### src/rtl/fft_ram_rd_arb_if.sv
// Request, RAM read-port and output-stream signals of the FFT RAM read arbiter.
// master = requester/RAM side (testbench or system), slave = fft_ram_rd_arb.
interface fft_ram_rd_arb_if #(
    parameter int ADDR_W = 8,
    parameter int DATA_W = 32
);
    logic              req0;
    logic              req1;
    logic [ADDR_W-1:0] start0;
    logic [ADDR_W-1:0] start1;
    logic [ADDR_W-1:0] len0;
    logic [ADDR_W-1:0] len1;
    logic              ack0;
    logic              ack1;
    logic [ADDR_W-1:0] ram_rd_addr;
    logic [DATA_W-1:0] ram_rd_data;
    logic [DATA_W-1:0] out_data;
    logic              out_vld;
    logic              out_id;
    logic              out_last;
    logic              busy;

    modport master (
        output req0, req1, start0, start1, len0, len1, ram_rd_data,
        input  ack0, ack1, ram_rd_addr, out_data, out_vld, out_id, out_last, busy
    );

    modport slave (
        input  req0, req1, start0, start1, len0, len1, ram_rd_data,
        output ack0, ack1, ram_rd_addr, out_data, out_vld, out_id, out_last, busy
    );
endinterface

### src/rtl/fft_ram_rd_arb.sv
// Round-robin burst read arbiter for the FFT RAM read port (two requesters).
// Optional macro FFT_RD_BITREV_EN: requester 0 addresses are bit-reversed.
module fft_ram_rd_arb #(
    parameter int ADDR_W = 8,
    parameter int DATA_W = 32
) (
    input  logic              rd_clk,
    input  logic              rd_rst,
    fft_ram_rd_arb_if.slave   bus
);
    typedef enum logic {IDLE, BURST} state_t;

    state_t            state;
    state_t            state_nxt;
    logic              armed;
    logic              rr_last;
    logic              grant;
    logic              grant_id;
    logic [ADDR_W-1:0] grant_start;
    logic [ADDR_W-1:0] grant_len;
    logic              cnt_done;
    logic              advance;
    logic              id_nxt;
    logic [ADDR_W-1:0] lin_nxt;
    logic [ADDR_W-1:0] addr_nxt;

    logic [ADDR_W-1:0] lin_p0;
    logic [ADDR_W-1:0] cnt_p0;
    logic [ADDR_W-1:0] addr_p0;
    logic              id_p0;
    logic              ack0_p0;
    logic              ack1_p0;

    logic              vld_p1;
    logic              last_p1;
    logic              id_p1;
    logic [DATA_W-1:0] data_p1;

`ifdef FFT_RD_BITREV_EN
    function automatic logic [ADDR_W-1:0] bit_reverse(input logic [ADDR_W-1:0] lin);
        logic [ADDR_W-1:0] rev;
        for (int i = 0; i < ADDR_W; i++) begin
            rev[i] = lin[ADDR_W-1-i];
        end
        return rev;
    endfunction
`endif

    assign cnt_done = (cnt_p0 == '0);

    // armed keeps the first edge after reset release from granting
    always_comb begin
        state_nxt = state;
        grant     = 1'b0;
        grant_id  = 1'b0;
        case (state)
            IDLE: begin
                if (armed && (bus.req0 || bus.req1)) begin
                    grant     = 1'b1;
                    grant_id  = (bus.req0 && bus.req1) ? ~rr_last : bus.req1;
                    state_nxt = BURST;
                end
            end
            BURST: begin
                if (cnt_done) begin
                    state_nxt = IDLE;
                end
            end
            default: state_nxt = IDLE;
        endcase
    end

    assign grant_start = grant_id ? bus.start1 : bus.start0;
    assign grant_len   = grant_id ? bus.len1   : bus.len0;
    assign advance     = grant || ((state == BURST) && !cnt_done);
    assign id_nxt      = grant ? grant_id : id_p0;
    assign lin_nxt     = grant ? grant_start : lin_p0 + ADDR_W'(1);

`ifdef FFT_RD_BITREV_EN
    assign addr_nxt = id_nxt ? lin_nxt : bit_reverse(lin_nxt);
`else
    assign addr_nxt = lin_nxt;
`endif

    // p0: grant / address issue stage
    always_ff @(posedge rd_clk or posedge rd_rst) begin
        if (rd_rst) begin
            state   <= IDLE;
            armed   <= 1'b0;
            rr_last <= 1'b1;
            id_p0   <= 1'b0;
            cnt_p0  <= '0;
            addr_p0 <= '0;
            ack0_p0 <= 1'b0;
            ack1_p0 <= 1'b0;
            vld_p1  <= 1'b0;
            last_p1 <= 1'b0;
            id_p1   <= 1'b0;
        end else begin
            state   <= state_nxt;
            armed   <= 1'b1;
            ack0_p0 <= grant && !grant_id;
            ack1_p0 <= grant && grant_id;
            id_p0   <= id_nxt;
            if (grant) begin
                rr_last <= grant_id;
                cnt_p0  <= grant_len;
            end else if ((state == BURST) && !cnt_done) begin
                cnt_p0  <= cnt_p0 - ADDR_W'(1);
            end
            if (advance) begin
                addr_p0 <= addr_nxt;
            end
            // p1: data beat returning from RAM for the previous address
            vld_p1  <= (state == BURST);
            last_p1 <= (state == BURST) && cnt_done;
            id_p1   <= id_p0;
        end
    end

    // Linear counter is pure datapath; it is always reloaded at grant.
    always_ff @(posedge rd_clk) begin
        if (advance) begin
            lin_p0 <= lin_nxt;
        end
    end

    assign data_p1         = bus.ram_rd_data;
    assign bus.out_data    = data_p1;
    assign bus.out_vld     = vld_p1;
    assign bus.out_last    = last_p1;
    assign bus.out_id      = id_p1;
    assign bus.ram_rd_addr = addr_p0;
    assign bus.ack0        = ack0_p0;
    assign bus.ack1        = ack1_p0;
    assign bus.busy        = (state == BURST);
endmodule

### src/flat_wrapper.sv
// flat-port wrapper written by rule: the top's interface ports become plain ports
module fft_ram_rd_arb_flat 
#(
    parameter int ADDR_W = 8,
    parameter int DATA_W = 32
)
  (rd_clk, rd_rst, bus_req0, bus_req1, bus_start0, bus_start1, bus_len0, bus_len1, bus_ram_rd_data, bus_ack0, bus_ack1, bus_ram_rd_addr, bus_out_data, bus_out_vld, bus_out_id, bus_out_last, bus_busy);
  fft_ram_rd_arb_if #(.ADDR_W(ADDR_W), .DATA_W(DATA_W)) bus_i ();
  input  logic rd_clk;
  input  logic rd_rst;
  input wire logic [$bits(bus_i.req0)-1:0] bus_req0;
  input wire logic [$bits(bus_i.req1)-1:0] bus_req1;
  input wire logic [$bits(bus_i.start0)-1:0] bus_start0;
  input wire logic [$bits(bus_i.start1)-1:0] bus_start1;
  input wire logic [$bits(bus_i.len0)-1:0] bus_len0;
  input wire logic [$bits(bus_i.len1)-1:0] bus_len1;
  input wire logic [$bits(bus_i.ram_rd_data)-1:0] bus_ram_rd_data;
  output wire logic [$bits(bus_i.ack0)-1:0] bus_ack0;
  output wire logic [$bits(bus_i.ack1)-1:0] bus_ack1;
  output wire logic [$bits(bus_i.ram_rd_addr)-1:0] bus_ram_rd_addr;
  output wire logic [$bits(bus_i.out_data)-1:0] bus_out_data;
  output wire logic [$bits(bus_i.out_vld)-1:0] bus_out_vld;
  output wire logic [$bits(bus_i.out_id)-1:0] bus_out_id;
  output wire logic [$bits(bus_i.out_last)-1:0] bus_out_last;
  output wire logic [$bits(bus_i.busy)-1:0] bus_busy;
  assign bus_i.req0 = bus_req0;
  assign bus_i.req1 = bus_req1;
  assign bus_i.start0 = bus_start0;
  assign bus_i.start1 = bus_start1;
  assign bus_i.len0 = bus_len0;
  assign bus_i.len1 = bus_len1;
  assign bus_i.ram_rd_data = bus_ram_rd_data;
  assign bus_ack0 = bus_i.ack0;
  assign bus_ack1 = bus_i.ack1;
  assign bus_ram_rd_addr = bus_i.ram_rd_addr;
  assign bus_out_data = bus_i.out_data;
  assign bus_out_vld = bus_i.out_vld;
  assign bus_out_id = bus_i.out_id;
  assign bus_out_last = bus_i.out_last;
  assign bus_busy = bus_i.busy;
  fft_ram_rd_arb #(.ADDR_W(ADDR_W), .DATA_W(DATA_W)) u_core (.rd_clk(rd_clk), .rd_rst(rd_rst), .bus(bus_i));
endmodule
### config.mk
export PLATFORM = sky130hd
export DESIGN_NAME = fft_ram_rd_arb_flat
export DESIGN_NICKNAME = d
export VERILOG_FILES = /design/src/rtl/fft_ram_rd_arb_if.sv /design/src/rtl/fft_ram_rd_arb.sv /design/src/flat_wrapper.sv
export SDC_FILE = /design/constraint.sdc
export NUM_CORES = 1
export LEC_CHECK = 0
export CAP_MARGIN = 10
export CORE_MARGIN = 2
export CORE_UTILIZATION = 38
export DETAILED_ROUTE_END_ITERATION = 6
export GPL_TIMING_DRIVEN = 0
export HOLD_SLACK_MARGIN = 0.06
export PLACE_DENSITY = 0.8
export SYNTH_ARGS = -nofsm -noshare
export SYNTH_HDL_FRONTEND = slang
export SYNTH_SLANG_ARGS = --single-unit
export TNS_END_PERCENT = 10
### constraint.sdc
create_clock -name rd_clk -period 2.2 [get_ports rd_clk]
set_clock_uncertainty 0.05 [all_clocks]
set_input_delay 0.33 -clock rd_clk [delete_from_list [all_inputs] [get_ports rd_clk]]
set_output_delay 0.33 -clock rd_clk [all_outputs]
set_load 0.03 [all_outputs]
==> reports/metrics.yaml <==
status: "finished clean"
yosysSeqAreaShare: 0.454
dieArea_um2: 5600
yosys_warnings: 0
syn-num-nets: 265
critPathCapture: "u_core.lin_p0[7]"
worstSetupStartpoint: "u_core.bus.busy"
vias_per_cell: 5.10
first_global_vias: 1797
startpoint_type: "flop"
max_slew_margin: 0.336
timing.hold.ws_ns: 0.333
n_antenna_cell: 0
crit_type: "reg2reg"
synth_area_leaders: "dfrtp_1 (31%), buf_4 (13%), edfxtp_1 (13%)"
max_stage_delay_ns: 0.60
crit_chain: "nor2b_2 > and2_1 > buf_2 > buf_2 > a22oi_1 > nand2_1"
initial_utilization: 0.399
cts_max_level: 2
rows: 25
path_clk_slew_ns: 0.07
die_y_um: 74.9
max-cap-violations: 0
grt_start_max_net_pins: 26
max_freq_ghz: 0.497
drive_gt1_frac: 0.188
arrival_ns: 1.99
vdd_drop_max_uv: 564
cts_buffers: 5
end_kind: "flop"
port_buffers: 81
drv_slew: 0
worstMarginPinSlew_ns: 0.995
first_pass_iters: 5
ff2ff_setup_slack_ns: 0.19
track_usage: 0.189
period_share: 0.915
r2r-start: "u_core.bus.busy"
wl_per_cell_um: 14.3
yosys.area.top_type_share: 0.315
drtAntennaViolNets: 0
r2r_cells: 6
wirelength_um: 5000
ios: 114
routabilityCongestion: 0.829
grt-ovfl-total: 0
drt_first_iter_violations: 176
setup_viol: 0
clkSinkCount: 33
dp.cells: 342
antenna_found_initial: 0
p_per_area_nw_per_um2: 1110
dp_hpwl_um: 3810
hold_viol_final: 0
syn_avg_cell_area_um2: 9.84
area.growth.synth_to_final_pct: 51.2
slowest_stage: "dfrtp_1"
insertion_delay_ns: 0.28
cp_data_required_time_ns: 2.18
via_count: 1779
hold_path_class: "reg2reg"
rsz0062_at_grt: "yes"
p_leak_nw: 1.21
synth.distinct_cells: 44
synthFlopType: "dfrtp_1"
hold_buffers: 0
cts_setup_buffers: 0
drc_errors: 0
synth_area_um2: 1910
cts_root_buf: "clkbuf_8"
fp.dieW_um: 74.9
cts_tree: "done"
clk_path_buf_depth: 2
cts_resized: 0
r2r_end: "u_core.lin_p0[7]"
synthCells: 194
ys_seq_elements: 33
cp_common_cell: "buf_2"
grt_pass1_wl_um: 7980
core_area_um2: 4790
nets: 352
fin_cells: 349
synth.largest_area_cell: "dfrtp_1"
synth_edf_count: 8
async_flop_share: 0.758
path_max_fanout: 10
fin_crit_ns: 2.01
synthesized netlist by cell type (all sizes together), types with 2 or more instances:
cell type,count
edfxtp,8
a31oi,7
a21oi,9
a22oi,9
inv,7
o21a,3
nand2b,2
dfrtp,24
o21ai,15
nand3,2
clkbuf,3
nor3,5
nor2,11
nand2,15
buf,37
a21boi,4
a222oi,6
xnor2,2
ha,3
final cells by class:
| type | instances | area (µm²) |
|---|---|---|
| timing repair buffer | 81 | 811 |
| buffer | 39 | 280 |
| sequential | 33 | 867 |
| fill | 427 | 1900 |
| multi-input combinational | 114 | 734 |
| clock inverter | 2 | 10.0 |
| clock buffer | 6 | 72.6 |
| inverter | 7 | 26.3 |
| tap | 67 | 83.8 |
kinds of logic (layout without fill, tap and decap cells):
group / count (synthesis) / in the layout / share of synthesized area
xor+xnor: 3 / 3 / 0.0138
fa+ha+maj: 3 / 3 / 0.0197
simple gates: 44 / 44 / 0.113
other cells: 1 / 1 / 0.00197
flops: 33 / 33 / 0.454
compound gates: 61 / 61 / 0.224
buf+inv: 47 / 135 / 0.162
mux: 2 / 2 / 0.0111
per-stage QoR:
step | util | area, µm² | setup TNS (ns) | total power, mW | worst slack (ns)
after floorplan | - | 1910 | 0 | 2.22 | 0.354
after global placement | 0.586 | 2800 | -0.227 | 2.70 | -0.114
after detailed placement | 0.586 | 2800 | -0.756 | 2.77 | -0.188
after CTS | 0.603 | 2890 | 0 | 3.21 | 0.0922
after global routing | 0.603 | 2890 | -0.0288 | 3.45 | -0.0288
final | 0.603 | 2890 | 0 | 3.20 | 0.187
worst min path at each step:
stage,startpoint,to,slack (ns),cells past startpoint
6_report,u_core.id_p0,u_core.bus.out_id,0.33,0
5_1_grt,u_core.id_p0,u_core.bus.out_id,0.36,0
4_1_cts,u_core.id_p0,u_core.bus.out_id,0.33,0
3_5_place_dp,u_core.id_p0,u_core.bus.out_id,0.32,0
3_3_place_gp,u_core.id_p0,u_core.bus.out_id,0.32,0
2_1_floorplan,u_core.id_p0,u_core.bus.out_id,0.30,0
sequential cells by signal, indices dropped and copies added, names as in the netlist:
name                    count
u_core.armed                1
u_core.bus.ack0             1
u_core.bus.ack1             1
u_core.bus.busy             1
u_core.bus.out_id           1
u_core.bus.out_last         1
u_core.bus.out_vld          1
u_core.bus.ram_rd_addr      8
u_core.cnt_p0               8
u_core.id_p0                1
u_core.lin_p0               8
u_core.rr_last              1
critical path, delay by kind of cell, from the launching register on:
kind	cells	cell delay, ns
AOI/OAI and AO/OA	1	0.31
buffers and inverters	2	0.38
and+or+nand+nor	3	0.41
DFF	1	0.60
per-layer routing:
layer | global-route usage | vias to the layer above | wire length, µm
met5 | 0 | - | 0
met4 | 0.0437 | 0 | 42
met3 | 0.0616 | 5 | 473
met2 | 0.336 | 97 | 2510
met1 | 0.221 | 828 | 1970
li1 | - | 849 | -
layout by cell type (no fill, tap or decap), types with 2 or more instances in the layout:
cell type / count
clkinv_2: 2
o21a_1: 3
o21ai_0: 15
ha_1: 3
clkdlybuf4s50_1: 81
buf_4: 32
nand3_1: 2
dfrtp_1: 24
nor3_1: 5
edfxtp_1: 8
a21oi_1: 9
a31oi_1: 7
xnor2_1: 2
a22oi_1: 9
a222oi_1: 6
inv_1: 6
buf_2: 4
nand2_1: 14
clkbuf_8: 5
a21boi_0: 4
nor2_1: 11
nand2b_1: 2
power by group:
part,switching (mW),internal (mW)
Combinational,0.829,0.735
Sequential,0.243,0.957
Clock,0.217,0.219
Total,1.29,1.91
Power figures use the tool's default switching activity.
